==> src/rtl/glm_collect_pkg.sv <==
// Shared constants and FSM state type for the GLM S-box layer collector.
package glm_collect_pkg;

    localparam int NIB = 16;  // PRINCE state nibbles
    localparam int DOM = 16;  // d1 domains per 4-bit S-box
    localparam int W   = 4;   // nibble slice width

    typedef enum logic [1:0] {
        IDLE,
        RUN,
        DRAIN,
        DONE
    } state_t;

endpackage

==> src/rtl/glm_sbox_collect_if.sv <==
// Bundle of control, domain-term and result signals between the upstream
// domain logic and the collector.
interface glm_sbox_collect_if;
    import glm_collect_pkg::*;

    logic               start;
    logic [DOM*W-1:0]   dom_s;
    logic [DOM*W-1:0]   dom_t;
    logic [3:0]         nib_idx;
    logic [NIB*W-1:0]   out0;
    logic [NIB*W-1:0]   out1;
    logic               busy;
    logic               done;

    modport master (
        output start, dom_s, dom_t,
        input  nib_idx, out0, out1, busy, done
    );

    modport slave (
        input  start, dom_s, dom_t,
        output nib_idx, out0, out1, busy, done
    );

endinterface

==> src/rtl/glm_xor16.sv <==
// Combinational XOR of 16 nibble-wide domain terms into one S-box nibble.
module glm_xor16
    import glm_collect_pkg::*;
(
    input  logic [DOM*W-1:0] terms,
    output logic [W-1:0]     sum
);

    always_comb begin
        // NOTE: a combinational block assigns a default before any
        // conditional or accumulating update so no latch is inferred.
        sum = '0;
        for (int d = 0; d < DOM; d++) begin
            sum = sum ^ terms[d*W +: W];
        end
    end

endmodule

==> src/rtl/glm_sbox_collect.sv <==
// Collects one masked PRINCE S-box layer: registers the GLM domain terms,
// then XOR-compresses each share separately into its nibble of out0/out1.
module glm_sbox_collect
    import glm_collect_pkg::*;
(
    input  logic                clk,
    input  logic                rst,
    glm_sbox_collect_if.slave   bus
);

    state_t             state;
    state_t             state_nxt;
    logic [3:0]         cnt;
    logic               v1;
    logic [3:0]         idx1;
    logic [DOM*W-1:0]   s1;
    logic [DOM*W-1:0]   t1;
    logic [W-1:0]       x0;
    logic [W-1:0]       x1;
    logic [NIB*W-1:0]   out0_q;
    logic [NIB*W-1:0]   out1_q;

    // FSM state register
    always_ff @(posedge clk) begin
        // NOTE: sequential state is updated with non-blocking assignments so
        // every register samples pre-edge values regardless of block order.
        if (rst) begin
            state <= IDLE;
        end else begin
            state <= state_nxt;
        end
    end

    always_comb begin
        state_nxt   = state;
        bus.busy    = 1'b0;
        bus.done    = 1'b0;
        bus.nib_idx = '0;
        case (state)
            IDLE: begin
                if (bus.start) state_nxt = RUN;
            end
            RUN: begin
                bus.busy    = 1'b1;
                bus.nib_idx = cnt;
                if (cnt == 4'(NIB - 1)) state_nxt = DRAIN;
            end
            DRAIN: begin
                bus.busy  = 1'b1;
                state_nxt = DONE;
            end
            DONE: begin
                bus.done  = 1'b1;
                state_nxt = IDLE;
            end
            default: state_nxt = IDLE;
        endcase
    end

    always_ff @(posedge clk) begin
        if (rst) begin
            cnt <= '0;
        end else if (state == IDLE && bus.start) begin
            cnt <= '0;
        end else if (state == RUN) begin
            cnt <= cnt + 4'd1;
        end
    end

    // Glitch barrier: domain terms are registered before any XOR sees them,
    // and the data registers are cleared on reset so no stale share leaks.
    always_ff @(posedge clk) begin
        if (rst) begin
            v1   <= 1'b0;
            idx1 <= '0;
            s1   <= '0;
            t1   <= '0;
        end else begin
            v1 <= (state == RUN);
            if (state == RUN) begin
                idx1 <= cnt;
                s1   <= bus.dom_s;
                t1   <= bus.dom_t;
            end
        end
    end

    glm_xor16 u_xor_s (.terms(s1), .sum(x0));
    glm_xor16 u_xor_t (.terms(t1), .sum(x1));

    // Each share writes only its own nibble; all others hold.
    always_ff @(posedge clk) begin
        if (rst) begin
            out0_q <= '0;
            out1_q <= '0;
        end else if (v1) begin
            out0_q[{idx1, 2'b00} +: W] <= x0;
            out1_q[{idx1, 2'b00} +: W] <= x1;
        end
    end

    assign bus.out0 = out0_q;
    assign bus.out1 = out1_q;

endmodule

==> src/flat_wrapper.sv <==
// flat-port wrapper written by rule: the top's interface ports become plain ports
module glm_sbox_collect_flat import glm_collect_pkg::*;
  (clk, rst, bus_start, bus_dom_s, bus_dom_t, bus_nib_idx, bus_out0, bus_out1, bus_busy, bus_done);
  glm_sbox_collect_if bus_i ();
  input  logic clk;
  input  logic rst;
  input wire logic [$bits(bus_i.start)-1:0] bus_start;
  input wire logic [$bits(bus_i.dom_s)-1:0] bus_dom_s;
  input wire logic [$bits(bus_i.dom_t)-1:0] bus_dom_t;
  output wire logic [$bits(bus_i.nib_idx)-1:0] bus_nib_idx;
  output wire logic [$bits(bus_i.out0)-1:0] bus_out0;
  output wire logic [$bits(bus_i.out1)-1:0] bus_out1;
  output wire logic [$bits(bus_i.busy)-1:0] bus_busy;
  output wire logic [$bits(bus_i.done)-1:0] bus_done;
  assign bus_i.start = bus_start;
  assign bus_i.dom_s = bus_dom_s;
  assign bus_i.dom_t = bus_dom_t;
  assign bus_nib_idx = bus_i.nib_idx;
  assign bus_out0 = bus_i.out0;
  assign bus_out1 = bus_i.out1;
  assign bus_busy = bus_i.busy;
  assign bus_done = bus_i.done;
  glm_sbox_collect u_core (.clk(clk), .rst(rst), .bus(bus_i));
endmodule
==> config.mk <==
export PLATFORM = sky130hd
export DESIGN_NAME = glm_sbox_collect_flat
export DESIGN_NICKNAME = d
export VERILOG_FILES = /design/src/rtl/glm_collect_pkg.sv /design/src/rtl/glm_sbox_collect_if.sv /design/src/rtl/glm_xor16.sv /design/src/rtl/glm_sbox_collect.sv /design/src/flat_wrapper.sv
export SDC_FILE = /design/constraint.sdc
export NUM_CORES = 1
export LEC_CHECK = 0
export BUFFER_PORTS_ARGS = -buffer_cell sky130_fd_sc_hd__buf_2
export CORE_MARGIN = 3
export CORE_UTILIZATION = 48
export DETAILED_ROUTE_END_ITERATION = 6
export GPL_TIMING_DRIVEN = 0
export PLACE_DENSITY = 0.83
export SLEW_MARGIN = 20
export SYNTH_ARGS = -nofsm -noshare
export SYNTH_HDL_FRONTEND = slang
export SYNTH_SLANG_ARGS = --single-unit
export TNS_END_PERCENT = 5
==> constraint.sdc <==
create_clock -name clk -period 2.18 [get_ports clk]
set_clock_uncertainty 0.2 [all_clocks]
set_input_delay 0.436 -clock clk [delete_from_list [all_inputs] [get_ports clk]]
set_output_delay 0.436 -clock clk [all_outputs]
set_load 0.005 [all_outputs]
==> flow_summary.ini <==
[outcome]
status = finished, violations left
violations = setup timing

[drt]
routed_wl_um = 33800
postRouteAntennaNets = 0
avgViaCountPerCell = 5.35
first_iter_violations = 460
dr_total_vias = 9387
drt-wirelength-per-cell_um = 19.3
dr.pass1.iters = 5
drc = 0

[sta]
max_freq_mhz = 443
finalSetupTns_ns = -1.01
maxSlewViolCount = 0
rsz0062_at_grt = yes
maxSlewHeadroom_pct = 44.8
worst_pin_slew_ns = 0.828
setup_ws_ns = -0.0761
hold_viol = 0
setup_viol = 29
period_minus_slack_ns = 2.26
period_share_pct = 103

[synth]
synthArstFlopShare_pct = 0
syn_inst = 1021
netlist_area_mm2 = 0.0105
synth_top_area_share_pct = 50.8
seq_area_frac_synth_pct = 50.8
synth_warnings = 0
synth_edf_count = 0
ys_seq_elements = 267
syn_nets = 1159
synth_common_cells = dfxtp_1, nor2_1, mux2i_1
synth_cell_types = 44
yosys.area.top_type = dfxtp_1
yosysMostFrequentCell = dfxtp_1
syn_avg_cell_area_um2 = 10.3
synth.area.top_cells = dfxtp_1, mux2i_1, xnor2_1
synth-main-ff-cell = dfxtp_1

[setup_path]
cp-end-kind = flip-flop
critPathMaxStageDelay_ns = 0.35
cp_num_buf_inv = 3
cpLargestDelayFamily = simple AND/OR/NAND/NOR gates
worst-path-max-fanout = 8
critPathKind = flip-flop to flip-flop
rrSetupSlack_ns = -0.08
cp-start-kind = flip-flop
r2r_start = u_core.idx1[0]
r2r-end = u_core.bus.out1[46]
r2r.worst_path.cells = 9
critPathArrivalTime_ns = 2.53
cp_slowest_cell = dfxtp_4
cp.required_ns = 2.45
worstPathCellList = buf_6 > inv_4 > ha_4 > or2_4 > or3_4 > mux2_4 > nor3_4 > buf_12 > a22o_1
cp.depth = 9

[power]
p_per_area_mw_per_mm2 = 1500
finalPower_uw = 22400
vdd_ir_drop_max_mv = 1.39
leakage_uw = 0.00632

[job]
max-cap-violations = 0

[cells_and_area]
drive_above_1_share_pct = 28.1
area_delta_synth_final_pct = 41.8
multiInputGateArea_mm2 = 0.00508
final_area_mm2 = 0.0149
nets = 1597
nFillCells = 1439
final-seq-area_mm2 = 0.00536

[floorplanning]
row_count = 53
dieHeight_um = 154
die-area_mm2 = 0.0237
ios = 265
core_area_mm2 = 0.0213
die_w_um = 154
start_util_pct = 49.4

[hold_path]
min_to = u_core.t1[15]
min_from = bus_dom_t[15]
whs_path_depth = 3
min_path_type = input port to flip-flop

[global_route]
antenna_found_initial = 1
grt.overflow.total = 0
grt_max_degree = 14
track_usage_pct = 27.3
grt_pass1_wl_um = 52400
grt_pass1_vias = 9742

[place]
port_buffers = 264
placed_area_mm2 = 0.0122
dp_hpwl_um = 20200
gp_congestion = 0.858

[clocking]
clk_pin_slew_ns = 0.06
ctsRootBufferMaster = clkbuf_16
clock_latency_ns = 0.53
cts.sinks = 267
cts_tree = done
cts_buffers = 28
cts_buffer_depth = 3
htreeDepth = 1
-- area by class of cell --
| class | count | area share (%) |
|---|---|---|
| inverter | 6 | 0.218 |
| antenna | 1 | 0.0168 |
| clock inverter | 10 | 0.906 |
| buffer | 61 | 2.55 |
| clock buffer | 40 | 5.54 |
| tap | 275 | 2.31 |
| multi-input combinational | 685 | 34.0 |
| timing repair buffer | 410 | 18.5 |
| sequential | 267 | 35.9 |
-- report_power, final --
group	total (µW)	switching, µW	leakage, µW	internal, µW
registers	6120	545	0.00217	5570
clock network	4950	1960	0.000473	2980
logic	11300	7490	0.00367	3860
total	22400	9990	0.00632	12400
-- stage by stage --
step                      util, %  std cells  hold WS, ns  setup slack (ns)
after floorplan                 -       1021        0.249           -0.0470
after global placement       57.5       1560        0.228            -0.259
after detailed placement     57.5       1560        0.241            -0.279
after CTS                    69.4       1753      0.00398           -0.0838
after global routing         70.1       1755       0.0273            -0.153
final                        70.1       1755       0.0196           -0.0761
-- flip-flops by register name (all words and copies together) (netlist names) --
name,cells
u_core.state,2
u_core.bus.out1,64
u_core.v1,1
u_core.bus.out0,64
u_core.s1,64
u_core.cnt,4
u_core.idx1,4
u_core.t1,64
-- worst max path at each step --
stage | startpoint | endpoint
finish | u_core.idx1[0] | u_core.bus.out1[46]
detailed placement | u_core.idx1[0] | u_core.bus.out0[39]
CTS | u_core.idx1[0] | u_core.bus.out1[46]
floorplan | u_core.idx1[0] | u_core.bus.out0[36]
global placement | u_core.idx1[0] | u_core.bus.out0[63]
global route | u_core.idx1[0] | u_core.bus.out1[46]
-- layer usage --
metal | global-route usage (%) | vias to the layer above | wire, µm
li1 | - | 4378 | -
met3 | 4.90 | 134 | 2010
met4 | 13.1 | 0 | 1850
met1 | 32.5 | 4489 | 13400
met2 | 47.6 | 386 | 16600
met5 | 0 | - | 0
-- cell families after synthesis --
| kind of cell | Yosys count | share of synthesized area, % |
|---|---|---|
| mux | 131 | 12.5 |
| flops | 267 | 50.8 |
| buf+inv | 69 | 3.07 |
| simple gates | 250 | 10.3 |
| fa+ha+maj | 7 | 0.832 |
| xor+xnor | 132 | 11.0 |
| compound gates | 165 | 11.5 |
-- worst reg2reg max path, stage by stage, from the launching register on --
cell and delay [ns]:
dfxtp_4 0.35, buf_6 0.10, inv_4 0.04, ha_4 0.16, or2_4 0.24, or3_4 0.34, mux2_4 0.31, nor3_4 0.20
buf_12 0.15, a22o_1 0.12
-- placed cells by master (no fill, tap or decap), types with 5 or more instances in the layout --
master,instances
dlygate4sd3_1,127
a22o_1,40
and2_4,5
a21oi_1,24
xnor2_1,106
ha_1,5
a211oi_2,10
clkbuf_1,33
buf_6,15
clkbuf_16,30
o2bb2ai_1,8
mux2i_1,129
xnor2_2,8
buf_2,269
buf_1,5
nor2_1,189
a211oi_1,55
xor2_1,18
dfxtp_1,263
buf_4,17
clkbuf_8,6
nor2_2,5
o21ai_0,16
nand2_1,22
-- what timing repair did --
item                                   CTS  global route
setup endpoints to repair              251           154
pin swaps                               11             9
buffers inserted                        18             1
gates resized for setup                 46            34
endpoints found under the hold margin  127             0
gates cloned                             0             0
hold buffers                           127             0
Note: power is estimated with default switching activity, not from simulation.
